$ cat src/rtl/alu.sv
// Registered 4-bit signed ALU: sixteen arithmetic/bitwise operations on sign-extended
// operands, with the 8-bit result captured into a single output register.
module alu (
    input  logic       clk,
    input  logic       rst,
    input  logic [3:0] a,
    input  logic [3:0] b,
    input  logic [3:0] sel,
    output logic [7:0] y
);

    logic [7:0] a8;
    logic [7:0] b8;
    logic [7:0] prod;
    logic [7:0] y_d;
    logic [7:0] y_q;

    assign a8 = {{4{a[3]}}, a};
    assign b8 = {{4{b[3]}}, b};

    // The low 8 bits of the sign-extended product are the exact signed product,
    // because |A*B| never exceeds 64.
    assign prod = a8 * b8;

    always_comb begin
        y_d = 8'h00;
        unique case (sel)
            4'b0000: y_d = a8 + 8'd1;
            4'b0001: y_d = b8 + 8'd1;
            4'b0010: y_d = a8;
            4'b0011: y_d = b8;
            4'b0100: y_d = a8 - 8'd1;
            4'b0101: y_d = prod;
            4'b0110: y_d = a8 + b8;
            4'b0111: y_d = a8 - b8;
            4'b1000: y_d = ~a8;
            4'b1001: y_d = ~b8;
            4'b1010: y_d = a8 & b8;
            4'b1011: y_d = a8 | b8;
            4'b1100: y_d = a8 ^ b8;
            4'b1101: y_d = ~(a8 ^ b8);
            4'b1110: y_d = ~(a8 & b8);
            4'b1111: y_d = ~(a8 | b8);
            default: y_d = 8'h00;
        endcase
    end

    always_ff @(posedge clk or posedge rst) begin
        if (rst) begin
            y_q <= 8'h00;
        end else begin
            y_q <= y_d;
        end
    end

    assign y = y_q;

endmodule

$ cat config.mk
export PLATFORM = sky130hd
export DESIGN_NAME = alu
export DESIGN_NICKNAME = d
export VERILOG_FILES = /design/src/rtl/alu.sv
export SDC_FILE = /design/constraint.sdc
export NUM_CORES = 1
export LEC_CHECK = 0
export ABC_AREA = 1
export CAP_MARGIN = 20
export CELL_PAD_IN_SITES_DETAIL_PLACEMENT = 0
export CELL_PAD_IN_SITES_GLOBAL_PLACEMENT = 1
export CORE_MARGIN = 2
export CORE_UTILIZATION = 43
export CTS_BUF_LIST = sky130_fd_sc_hd__clkbuf_4 sky130_fd_sc_hd__clkbuf_8 sky130_fd_sc_hd__clkbuf_16
export DETAILED_ROUTE_END_ITERATION = 10
export HOLD_SLACK_MARGIN = 0.12
export PLACE_DENSITY = 0.95
export SETUP_SLACK_MARGIN = 0.1
export SKIP_CTS_REPAIR_TIMING = 1
export SYNTH_ARGS = -nofsm -noshare
export SYNTH_HDL_FRONTEND = slang
export SYNTH_SLANG_ARGS = --single-unit
$ cat constraint.sdc
create_clock -name clk -period 0.8 [get_ports clk]
set_input_delay 0.12 -clock clk [delete_from_list [all_inputs] [get_ports clk]]
set_output_delay 0.12 -clock clk [all_outputs]
set_load 0.02 [all_outputs]
==> out/results.ini, run 1 <==
[route]
routed_wl_um=6640
dr.pass1.iters=5
drc_errors=0
ant_nets=0
routed_via_density=5.16
num_vias=2352
detail_route.wl_per_cell_um=14.6
drtIter0Drc=128

[clocking]
cts_sinks=8
root_buffer=clkbuf_8
cts_buffers=3
ctsLongestPathBuffers=2
ctsHtreeMaxLevel=1
clk_pin_slew_ps=40
cts_tree=done

[grt]
grt-ovfl-total=0
grtUsageTotal_pct=24.7
antenna_found_initial=0
grt_max_degree=10
grt_pass1_vias=2151
grt_pass1_wl_um=9830

[floorplanning]
die_x_um=70.8
core_um2=4320
rows=24
die_y_um=70.8
dieArea_um2=5010
start_util_pct=44.4
ios=22

[synthesis]
synth_top_area_share_pct=18.3
synth_seq_area_share_pct=10.4
synth_async_sr_flop_share_pct=100
ys_seq_elements=8
syn_nets=362
ys_warn_count=0
synth_ff_type=dfrtp_1
synthesis.area_um2=1920
synth_top_area_cell=ha_1
yosysUniqueCellTypes=26
postSynthCellCount=309
avgSynthCellArea_um2=6.21
synth_edf_count=0
synth_area_leaders=ha_1 18%, nand2_1 17%, fa_1 11%

[flow_run]
cap_violations=0

[sta]
fin_ws_ps=-2050
slew_violations=0
slew_headroom_pct=81.3
min_period_over_period_pct=356
setup_viol=16
finalCriticalPeriod_ps=2850
maxClockFrequency_ghz=0.351
report.final.hold_viol_count=0
holdWs_ps=145
rsz0062_at_grt=true
tightest_slew_ps=281

[placement]
dp_hpwl_um=5020
gp_congestion=0.890
portBuffers=21

[run_status]
violations=negative setup slack
outcome=complete, but fails checks

[final_layout]
final_net_count=459
final_cell_mix=77 x nand2_1, 66 x buf_4, 43 x inv_1, 39 x nor2_1, 20 x nand3_1
fillerInstances=360
final_common_cell=nand2_1
final_util_pct=70.3
layout-drive-gt1-share_pct=36.1
n_antenna_cell=0
largest_register_ffs=8
area_growth_pct=58.4

[min_path]
hp-class=input pin to async pin

[pwr]
pwr_density_cell_nw_per_um2=1050
power_leakage_uw=0.00162
ir_worst_vdd_mv=0.635

[worst_setup_path]
arrival_ps=2950
path_max_fanout=3
required_ps=900
critical_path.endpoint_type=flip-flop
path_class=input pin to flip-flop
start_kind=input pin

critical path, cell delays in order:
cell and delay, ps:
buf_8 100, clkinvlp_4 70, nand2_2 60, fa_1 520, fa_1 450, fa_1 530, inv_2 50, ha_4 160
fa_2 390, buf_6 130, or2_4 230, nand3_2 70, nand3_2 70
path summary, 6_finish.rpt:
path | start | to | slack [ps] | cells after the start
setup / recovery | a[0] | y[5]$_DFF_PP0_ | -2050 | 13
min in group clk | a[2] | y[2]$_DFF_PP0_ | 420 | 4
hold / removal | rst | y[7]$_DFF_PP0_ | 140 | 2
max in group asynchronous | rst | y[0]$_DFF_PP0_ | 430 | 2
through the flow:
stage	cells	setup slack, ps	TNS [ps]	area (um^2)	total power (uW)
2_1_floorplan	309	-2040	-10780	2020	1640
3_3_place_gp	441	-2560	-17670	2720	2340
3_5_place_dp	441	-2600	-17890	2720	2370
4_1_cts	444	-2370	-17980	2760	2860
5_1_grt	456	-2170	-12290	3040	3410
6_report	456	-2050	-11440	3040	3190
routing by layer:
layer  share of wire (%)  vias up  global-route usage [%]  wire length [um]
met4                 2.5        0                    5.66               164
li1                    -     1163                       -                 -
met5                   0        -                       0                 0
met3                 6.3       16                    2.85               418
met2                  48      102                    41.4              3200
met1                  43     1071                    34.2              2850
final cells by class:
type / count / area [um^2] / area share [%]
clock buffer: 3 / 41.3 / 1.36
inverter: 51 / 201 / 6.63
multi-input combinational: 247 / 1730 / 57.0
sequential: 8 / 200 / 6.59
tap: 52 / 65.1 / 2.14
timing repair buffer: 95 / 798 / 26.3
where the power goes:
group          internal (uW)  switching (uW)
Combinational           1070            1130
Clock                    325             151
Sequential               480            32.1
Total                   1870            1320
Yosys cell counts, types with 4 or more instances:
cell type	count
nand2_1	89
dfrtp_1	8
nand3_1	24
a21oi_1	8
nor2_1	42
inv_1	50
nor3_1	4
fa_1	11
nand4_1	8
o21ai_0	10
or2_2	4
nand2_2	4
ha_1	28
xor2_1	4
kinds of logic (layout without fill, tap and decap cells):
logic type                 after synthesis  in the layout  synth area share, %
and+or+nand+nor                        180            180                 40.0
buffers and inverters                   54            149                 10.9
DFF                                      8              8                 10.4
adders and majority gates               39             39                 29.7
AOI/OAI and AO/OA                       23             23                 6.65
xor gates and xnor gates                 5              5                 2.28
No activity file was read; power rests on OpenSTA's default activity.
==> inputs of run 2 (changes only) <==
--- a/config.mk
+++ b/config.mk
@@ -20,3 +20,4 @@
 export SYNTH_ARGS = -nofsm -noshare
 export SYNTH_HDL_FRONTEND = slang
 export SYNTH_SLANG_ARGS = --single-unit
+export TNS_END_PERCENT = 30
==> out/results.ini, run 2 (synthesized netlist as in run 1, its figures left out) <==
[floorplanning]
dieArea_um2=5010
die_y_um=70.8
die_x_um=70.8
start_util_pct=44.4
ios=22
rows=24
core_um2=4320

[clocking]
clk_pin_slew_ps=40
ctsHtreeMaxLevel=1
cts_sinks=8
cts_tree=done
cts_buffers=3
ctsLongestPathBuffers=2
root_buffer=clkbuf_8

[worst_setup_path]
path_class=input pin to flip-flop
arrival_ps=2920
start_kind=input pin
path_max_fanout=3
cp_cell_sequence=buf_6 > clkinvlp_4 > nand2_4 > fa_1 > fa_1 > fa_1 > inv_2 > ha_4 > fa_2 > nand3_2 > nand2_1 > nand2_1 > nand2_1 > inv_1 > nand2_1 > nand3_1 > nand3_1
critical_path.endpoint_type=flip-flop
max_stage_delay_ps=560
cp_slowest_cell=fa_1
required_ps=900
crit_top_cell=nand2_1

[placement]
portBuffers=21
gp_congestion=0.939
pre_cts_slack_ps=-2650
dp_hpwl_um=4730

[final_layout]
final_common_cell=nand2_1
largest_register_ffs=8
fillerInstances=399
area_growth_pct=43.2
final_net_count=447
layout-drive-gt1-share_pct=27.6
n_antenna_cell=0
final_cell_mix=84 x nand2_1, 61 x buf_4, 46 x inv_1, 40 x nor2_1, 23 x ha_1

[run_status]
violations=negative setup slack
outcome=complete, but fails checks

[route]
ant_nets=0
drc_errors=0
drtIter0Drc=169
detail_route.wl_per_cell_um=12.8
dr.pass1.iters=4
num_vias=2249
routed_via_density=5.07
routed_wl_um=5700

[sta]
finalCriticalPeriod_ps=2830
slew_violations=0
holdWs_ps=135
setup_viol=16
maxClockFrequency_ghz=0.354
rsz0062_at_grt=true
report.final.hold_viol_count=0
fin_ws_ps=-2030
tightest_slew_ps=307
slew_headroom_pct=79.5
min_period_over_period_pct=353

[pwr]
power_leakage_uw=0.00152
pwr_density_cell_nw_per_um2=1070
ir_worst_vdd_mv=0.699

[grt]
grtUsageTotal_pct=23.4
grt-ovfl-total=0
antenna_found_initial=0
grt_pass1_wl_um=9600
grt_pass1_vias=2202
grt_max_degree=10

[min_path]
hp-class=input pin to async pin

[flow_run]
cap_violations=0

[run 2: cell count changes in the layout (fill, tap and decap cells not counted), moves of 3 or more]
cell	previous run	this run
nand2_1	77	84
nand2_2	15	8
ha_1	17	23
buf_6	14	2
ha_4	11	5
buf_4	66	61
o21ai_1	3	0
clkdlybuf4s50_1	1	5
inv_1	43	46
buf_2	1	7
o21ai_0	6	10
[run 2: where the power goes]
part	internal (uW)	leakage (uW)	total, uW	switching (uW)
Clock	325	0.0000216	478	152
Combinational	904	0.00140	1960	1060
Sequential	479	0.0000968	496	16.5
Total	1710	0.00152	2940	1230
[run 2: worst paths after layout]
| check | start | endpoint | slack (ps) | cells after the start |
|---|---|---|---|---|
| hold / removal | rst | y[0]$_DFF_PP0_ | 130 | 2 |
| setup / recovery | a[0] | y[7]$_DFF_PP0_ | -2030 | 17 |
| min in group clk | b[3] | y[3]$_DFF_PP0_ | 450 | 6 |
| max in group asynchronous | rst | y[2]$_DFF_PP0_ | 440 | 2 |
[run 2: worst max-delay path, delay by kind of cell]
family                   cells  cell delay (ps)
buffers and inverters        4              280
AND/OR/NAND/NOR              8              480
adder cells (fa/ha/maj)      5             2040
[run 2: layer usage]
layer / track usage (%) / routed length (um)
met3: 1.85 / 238
met5: 0 / 0
met4: 4.61 / 61
met2: 40.2 / 2740
met1: 32.5 / 2660
[run 2: stage by stage]
| step | cell area [um^2] | utilization, % | cells | total power, uW | setup TNS (ps) |
|---|---|---|---|---|---|
| detailed placement | 2650 | 61.3 | 440 | 2270 | -18360 |
| global route | 2750 | 63.5 | 444 | 3200 | -12950 |
| floorplan | 1950 | - | 309 | 1510 | -11160 |
| global placement | 2650 | 61.3 | 440 | 2210 | -17760 |
| CTS | 2690 | 62.2 | 443 | 2760 | -18500 |
| finish | 2750 | 63.5 | 444 | 2940 | -11900 |
[run 2: area by class of cell]
class	count	area [um^2]	area share, %
Multi-Input combinational cell	247	1620	58.9
Timing Repair Buffer	83	628	22.9
Sequential cell	8	200	7.29
Inverter	51	195	7.11
Tap cell	52	65.1	2.37
Clock buffer	3	41.3	1.50
==> inputs of run 3 (changes only) <==
--- a/config.mk
+++ b/config.mk
@@ -10,11 +10,12 @@
 export CELL_PAD_IN_SITES_DETAIL_PLACEMENT = 0
 export CELL_PAD_IN_SITES_GLOBAL_PLACEMENT = 1
 export CORE_MARGIN = 2
-export CORE_UTILIZATION = 43
+export CORE_UTILIZATION = 45
 export CTS_BUF_LIST = sky130_fd_sc_hd__clkbuf_4 sky130_fd_sc_hd__clkbuf_8 sky130_fd_sc_hd__clkbuf_16
 export DETAILED_ROUTE_END_ITERATION = 10
+export DONT_BUFFER_PORTS = 1
 export HOLD_SLACK_MARGIN = 0.12
-export PLACE_DENSITY = 0.95
+export PLACE_DENSITY = 0.9
 export SETUP_SLACK_MARGIN = 0.1
 export SKIP_CTS_REPAIR_TIMING = 1
 export SYNTH_ARGS = -nofsm -noshare
==> out/results.ini, run 3 (synthesized netlist as in run 1, its figures left out) <==
[sta]
report.final.hold_viol_count=0
tightest_slew_ps=422
slew_violations=0
fin_ws_ps=-1840
min_period_over_period_pct=330
setup_viol=8
rsz0062_at_grt=true
finalCriticalPeriod_ps=2640
maxClockFrequency_ghz=0.379
slew_headroom_pct=71.7

[route]
routed_via_density=5.06
routed_wl_um=5400
detail_route.wl_per_cell_um=13.4
drc_errors=0
dr.pass1.iters=4
drtIter0Drc=157
ant_nets=0
num_vias=2046

[worst_setup_path]
critical_path.endpoint_type=flip-flop
path_class=input pin to flip-flop
start_kind=input pin
arrival_ps=2740
required_ps=900
path_max_fanout=7

[pwr]
power_uw=2720
power_leakage_uw=0.00131
ir_worst_vdd_mv=0.892
pwr_density_cell_nw_per_um2=1100

[placement]
portBuffers=0
dp_hpwl_um=4320
pre_cts_slack_ps=-2070
dp.cells=399
gp_congestion=0.920

[clocking]
cts_buffers=3
ctsLongestPathBuffers=2
clk_pin_slew_ps=40
root_buffer=clkbuf_8
cts_tree=done
cts_sinks=8
ctsHtreeMaxLevel=1

[final_layout]
n_antenna_cell=0
final_common_cell=nand2_1
final_util_pct=60.9
layout-drive-gt1-share_pct=24.0
final_net_count=409
area_growth_pct=28.8
largest_register_ffs=8
layout.cells.non_filler=404
final_cell_mix=82 x nand2_1, 44 x buf_4, 43 x inv_1, 42 x nor2_1, 22 x ha_1

[run_status]
outcome=complete, but fails checks
violations=negative setup slack

[floorplanning]
start_util_pct=47.3
die_y_um=69.3
die_x_um=69.3
ios=22
rows=23
core_um2=4060
dieArea_um2=4800

[grt]
grt_pass1_vias=1898
grtUsageTotal_pct=22.1
grt_pass1_wl_um=8760
grt_max_degree=13
grt-ovfl-total=0
antenna_found_initial=0

[flow_run]
cap_violations=0

[min_path]
hp-class=input pin to flip-flop

[run 3: changes by cell type in the layout (fill, tap and decap cells not counted), sizes merged]
cell,change
buf,-26
clkbuf,-5
clkdlybuf4s50,-5
dlygate4sd3,+1
dlymetal6s2s,-3
[run 3: path summary, 6_finish.rpt]
kind	start	endpoint	slack [ps]	depth (start not counted)
max in group asynchronous	rst	y[3]$_DFF_PP0_	280	2
hold / removal	a[2]	y[2]$_DFF_PP0_	100	2
min in group asynchronous	rst	y[7]$_DFF_PP0_	280	2
setup / recovery	a[0]	y[7]$_DFF_PP0_	-1840	16
[run 3: where the power goes]
part / leakage, uW / internal [uW] / switching, uW / total [uW]
sequential: 0.0000957 / 483 / 124 / 607
clock: 0.0000216 / 325 / 145 / 469
combinational: 0.00119 / 780 / 862 / 1640
[run 3: critical path: stages]
cell and delay (ps):
clkinvlp_4 50, nand2_2 50, fa_1 450, fa_1 490, fa_1 530, inv_2 50, ha_4 160, fa_2 350
nand3_2 90, nand2_1 50, nand2_1 70, nand2_2 60, inv_2 50, nand2_2 50, nand3_2 60, nand3_2 50
[run 3: area by class of cell]
| cell class | instances | area (um^2) |
|---|---|---|
| clock buffers | 3 | 41.3 |
| fillers | 369 | 1590 |
| inverters | 51 | 195 |
| multi-input cells | 247 | 1630 |
| flip-flops and latches | 8 | 201 |
| well taps | 50 | 62.6 |
| repair buffers | 45 | 340 |
[run 3: stage by stage]
step / area (um^2) / setup TNS [ps] / hold slack [ps]
after CTS: 2340 / -9910 / -277
after global routing: 2470 / -10500 / 94.7
after global placement: 2300 / -11680 / -45.1
after detailed placement: 2300 / -11760 / -36.6
after floorplan: 1950 / -11160 / -64.3
final: 2470 / -9820 / 99.1
[run 3: routing by layer]
| metal | wire length (um) | up-vias | track usage (%) |
|---|---|---|---|
| met2 | 2440 | 71 | 33.5 |
| li1 | - | 1057 | - |
| met3 | 428 | 6 | 3.78 |
| met1 | 2480 | 912 | 33.0 |
| met5 | 0 | - | 0 |
| met4 | 48 | 0 | 4.14 |
==> RTL edit 1 (config.mk and constraints of run 3) <==
Make the reset (`rst`) synchronous in one clocked block.
--- a/src/rtl/alu.sv
+++ b/src/rtl/alu.sv
@@ -47,3 +47,3 @@
 
-    always_ff @(posedge clk or posedge rst) begin
+    always_ff @(posedge clk) begin
         if (rst) begin
Check against the original RTL: differs if rst is asserted again (counterexample within 4 cycles, from zero or initial values and one cycle with rst high); with rst held inactive, the same outputs for 10 cycles.
==> RTL edit 1 against run 3 <==
The flow still finishes with violations (setup timing); cell area rose by 8.6%; highest routed layer unchanged; global-route usage up 3.3 points; power decreased by 1.3%; wire length grew 15%; synthesized area rose by 7.2%; critical path type unchanged; count of clock-buffer cells in the layout stayed put; worst setup slack got worse by 56 ps; sequential cell count is the same.
==> RTL edit 1: results (changes against run 3) <==
| Metric | Value |
|---|---|
| Crit path capture | `y[7] (unchanged)` |
| Commonest cells post-synth | `nand2_1 (110), inv_1 (61), nor2_1 (52) (was nand2_1 (89), inv_1 (50), nor2_1 (42))` |
| Synth async-reset ratio | `0 (was 1.00)` |
| Vias in the first global route | `2318 (was 1898)` |
| First DRT Iteration DRCs | `156 (was 157)` |
| Outcome | `complete, but fails checks (unchanged)` |
| Post-synthesis sequential area ratio | `0.0779 (was 0.104)` |
| Mapped Nets | `414 (was 362)` |
| Hold path depth | `3 (was 2)` |
| Post-DP HPWL | `5150 um (was 4320 um)` |
| PnR worst setup slack | `-1890 ps (was -1840 ps)` |
| Syn Inst Count | `361 (was 309)` |
| Post-Synth XOR/XNOR Area | `0.00852 (was 0.0228)` |
| NumNets Final | `469 (was 409)` |
| Failing checks | `setup timing (unchanged)` |
| First-pass GRT wire length | `10400 um (was 8760 um)` |
| Post-synth top flop | `dfxtp_1 (was dfrtp_1)` |
| Setup violators final | `8 (unchanged)` |
| Top post-synthesis cells by area | `nand2_1 (20%), ha_1 (17%), inv_1 (11%), fa_1 (11%), nor2_1 (9.5%) (was ha_1 (18%), nand2_1 (17%), fa_1 (11%), dfrtp_1 (10%), inv_1 (9.8%))` |
| VDD IR max | `0.528 mV (was 0.892 mV)` |
| Setup TNS | `-10470 ps (was -9820 ps)` |
| Routed length per instance | `13.3 um (was 13.4 um)` |
| Aggregate global-route resource usage | `0.254 (was 0.221)` |
| Dpl cell area | `0.00254 mm^2 (was 0.00230 mm^2)` |
| Total wire length | `6190 um (was 5400 um)` |
| Largest net degree at the start of global routing | `16 (was 13)` |
| Gpl congestion | `0.894 (was 0.920)` |
| Synth Area in Compound Gates | `0.0815 (was 0.0665)` |
==> RTL edit 1: cell types whose count changed in the layout (fill, tap and decap cells not counted), moves of 5 or more <==
cell | run 3 | this run
nand2_1 | 82 | 107
dfxtp_1 | 0 | 7
dfrtp_1 | 7 | 0
buf_4 | 44 | 53
nand3_1 | 18 | 27
nand2_2 | 11 | 6
nor2_1 | 42 | 50
inv_1 | 43 | 59
==> RTL edit 1: report_power, final <==
group / internal, mW / switching (mW) / leakage [nW]
registers: 0.452 / 0.0744 / 0.0667
clock network: 0.324 / 0.137 / 0.0216
logic: 0.803 / 0.892 / 1.45
total: 1.58 / 1.10 / 1.54
==> RTL edit 1: kinds of logic after synthesis <==
| logic type | after synthesis |
|---|---|
| buffers and inverters | 69 |
| xor gates and xnor gates | 2 |
| adders and majority gates | 39 |
| AOI/OAI and AO/OA | 31 |
| and+or+nand+nor | 212 |
| DFF | 8 |
==> RTL edit 1: worst min path at each step <==
stage               start   end  slack [ps]
finish                rst  y[4]         120
detailed placement    rst  y[2]         190
CTS                   rst  y[2]         -50
global placement      rst  y[2]         190
floorplan             rst  y[2]         190
global route          rst  y[0]         140
==> RTL edit 1: routing by layer <==
metal | wire length [um] | track usage | up-vias
li1 | - | - | 1219
met1 | 2750 | 0.336 | 1039
met2 | 2710 | 0.402 | 75
met3 | 581 | 0.0605 | 16
met4 | 149 | 0.0922 | 0
met5 | 0 | 0 | -
==> RTL edit 1: area by class of cell <==
| cell class | count | area (um^2) | area share |
|---|---|---|---|
| multi-input cells | 284 | 1750 | 0.653 |
| repair buffers | 55 | 419 | 0.156 |
| inverters | 64 | 244 | 0.0910 |
| flip-flops and latches | 8 | 161 | 0.0602 |
| well taps | 52 | 65.1 | 0.0243 |
| clock buffers | 3 | 41.3 | 0.0154 |
==> RTL edit 2 (flow settings as in run 3) <==
Without the edit above. Remove the case item `4'b0111` of the case on `sel`.
--- a/src/rtl/alu.sv
+++ b/src/rtl/alu.sv
@@ -34,3 +34,2 @@
             4'b0110: y_d = a8 + b8;
-            4'b0111: y_d = a8 - b8;
             4'b1000: y_d = ~a8;
Check against the original RTL: not equivalent (Yosys sat finds a counterexample within 4 cycles, from zero or initial values and one cycle with rst high).
==> RTL edit 2 against run 3 <==
Sequential cell count is the same; critical path depth shrank 3; critical path type unchanged; worst setup slack gained 120 ps; worst hold slack gained 43 ps; wire length shrank 7.9%; global-route usage grew 1.4 points; synthesized area shrank 4.4%; power shrank 8.5%; the flow still finishes with violations (setup timing); first-iteration DRC count shrank 22%; cell area shrank 3.9%.
==> RTL edit 2: results (changes against run 3) <==
| Metric | Value |
|---|---|
| Hold path depth | `4 (was 2)` |
| Outcome | `complete, but fails checks (unchanged)` |
| Pint | `1.47 mW (was 1.59 mW)` |
| Failing checks | `setup timing (unchanged)` |
| Slew @ Worst Pin | `332 ps (was 422 ps)` |
| Placed Cells | `384 (was 399)` |
| Syn Area/Cell | `6.01 um^2 (was 6.21 um^2)` |
| Mapped Nets | `353 (was 362)` |
| Inverters | `55 (was 51)` |
| Static leakage | `1.32 nW (was 1.31 nW)` |
| Clk cell area share | `0.0174 (was 0.0167)` |
| PnR worst setup slack | `-1720 ps (was -1840 ps)` |
| P_clk | `456 uW (was 469 uW)` |
| Multi-input gate count | `237 (was 247)` |
| Setup TNS | `-8740 ps (was -9820 ps)` |
| Worst-path fanout max | `10 (was 7)` |
| Setup violators final | `8 (unchanged)` |
| Grt met1 use | `0.342 (was 0.330)` |
| Largest net degree at the start of global routing | `15 (was 13)` |
| Cell area after synthesis | `0.00183 mm^2 (was 0.00192 mm^2)` |
| M1 wire length | `2420 um (was 2480 um)` |
| Synth cell types | `20 (was 26)` |
| First-pass GRT wire length | `8340 um (was 8760 um)` |
| Signal buffers share of area | `0.120 (was 0.138)` |
| Aggregate global-route resource usage | `0.236 (was 0.221)` |
| Hold EP | `y[1] (was y[2])` |
| Top layer reached by signal wires | `met3 (was met4)` |
| Vias per cell | `4.93 (was 5.06)` |
| Total wire length | `4970 um (was 5400 um)` |
| Logic power comb | `1.44 mW (was 1.64 mW)` |
| Dpl cell area | `0.00217 mm^2 (was 0.00230 mm^2)` |
| Min-delay src | `b[1] (was a[2])` |
| Non-Filler Instances | `389 (was 404)` |
| Detail Route met3 WL | `219 um (was 428 um)` |
| Design area | `0.00237 mm^2 (was 0.00247 mm^2)` |
| Cell area power density | `1050 mW/mm^2 (was 1100 mW/mm^2)` |
| Vias in the first global route | `1846 (was 1898)` |
| Gpl congestion | `0.934 (was 0.920)` |
| Top post-synthesis cells by area | `nand2_1 (19%), ha_1 (16%), dfrtp_1 (11%), fa_1 (11%), inv_1 (11%) (was ha_1 (18%), nand2_1 (17%), fa_1 (11%), dfrtp_1 (10%), inv_1 (9.8%))` |
| Filler cells | `401 (was 369)` |
| Share of layout cells above drive strength 1 | `0.245 (was 0.240)` |
| Post-synthesis sequential area ratio | `0.109 (was 0.104)` |
RTL edit 2: cell count changes in the layout (fill, tap and decap cells not counted), sizes merged, moves of 5 or more:
| cell | delta |
|---|---|
| buf | -9 |
| nand3 | +9 |
| nand2 | +7 |
| nor2 | -5 |
RTL edit 2: worst max-delay path, cell delays in order:
cell	delay (ps)
nand2_8	30
fa_1	550
fa_1	430
fa_1	500
inv_2	50
ha_4	150
fa_2	360
nand3_2	90
nand3_2	80
nand2_1	70
nand2_1	50
nand3_1	80
nand2_1	40
RTL edit 2: kinds of logic after synthesis:
logic type      after synthesis  synth area share
compound gates               19            0.0532
simple gates                184             0.440
fa+ha+maj                    34             0.273
buf+inv                      60             0.125
flops                         8             0.109
RTL edit 2: worst max path at each step:
stage          endpoint  start  cells after the start
2_1_floorplan      y[7]   a[2]                     14
3_3_place_gp       y[7]   a[0]                     14
3_5_place_dp       y[7]   a[0]                     14
4_1_cts            y[7]   a[0]                     14
5_1_grt            y[7]   a[0]                     15
6_report           y[7]   b[1]                     13
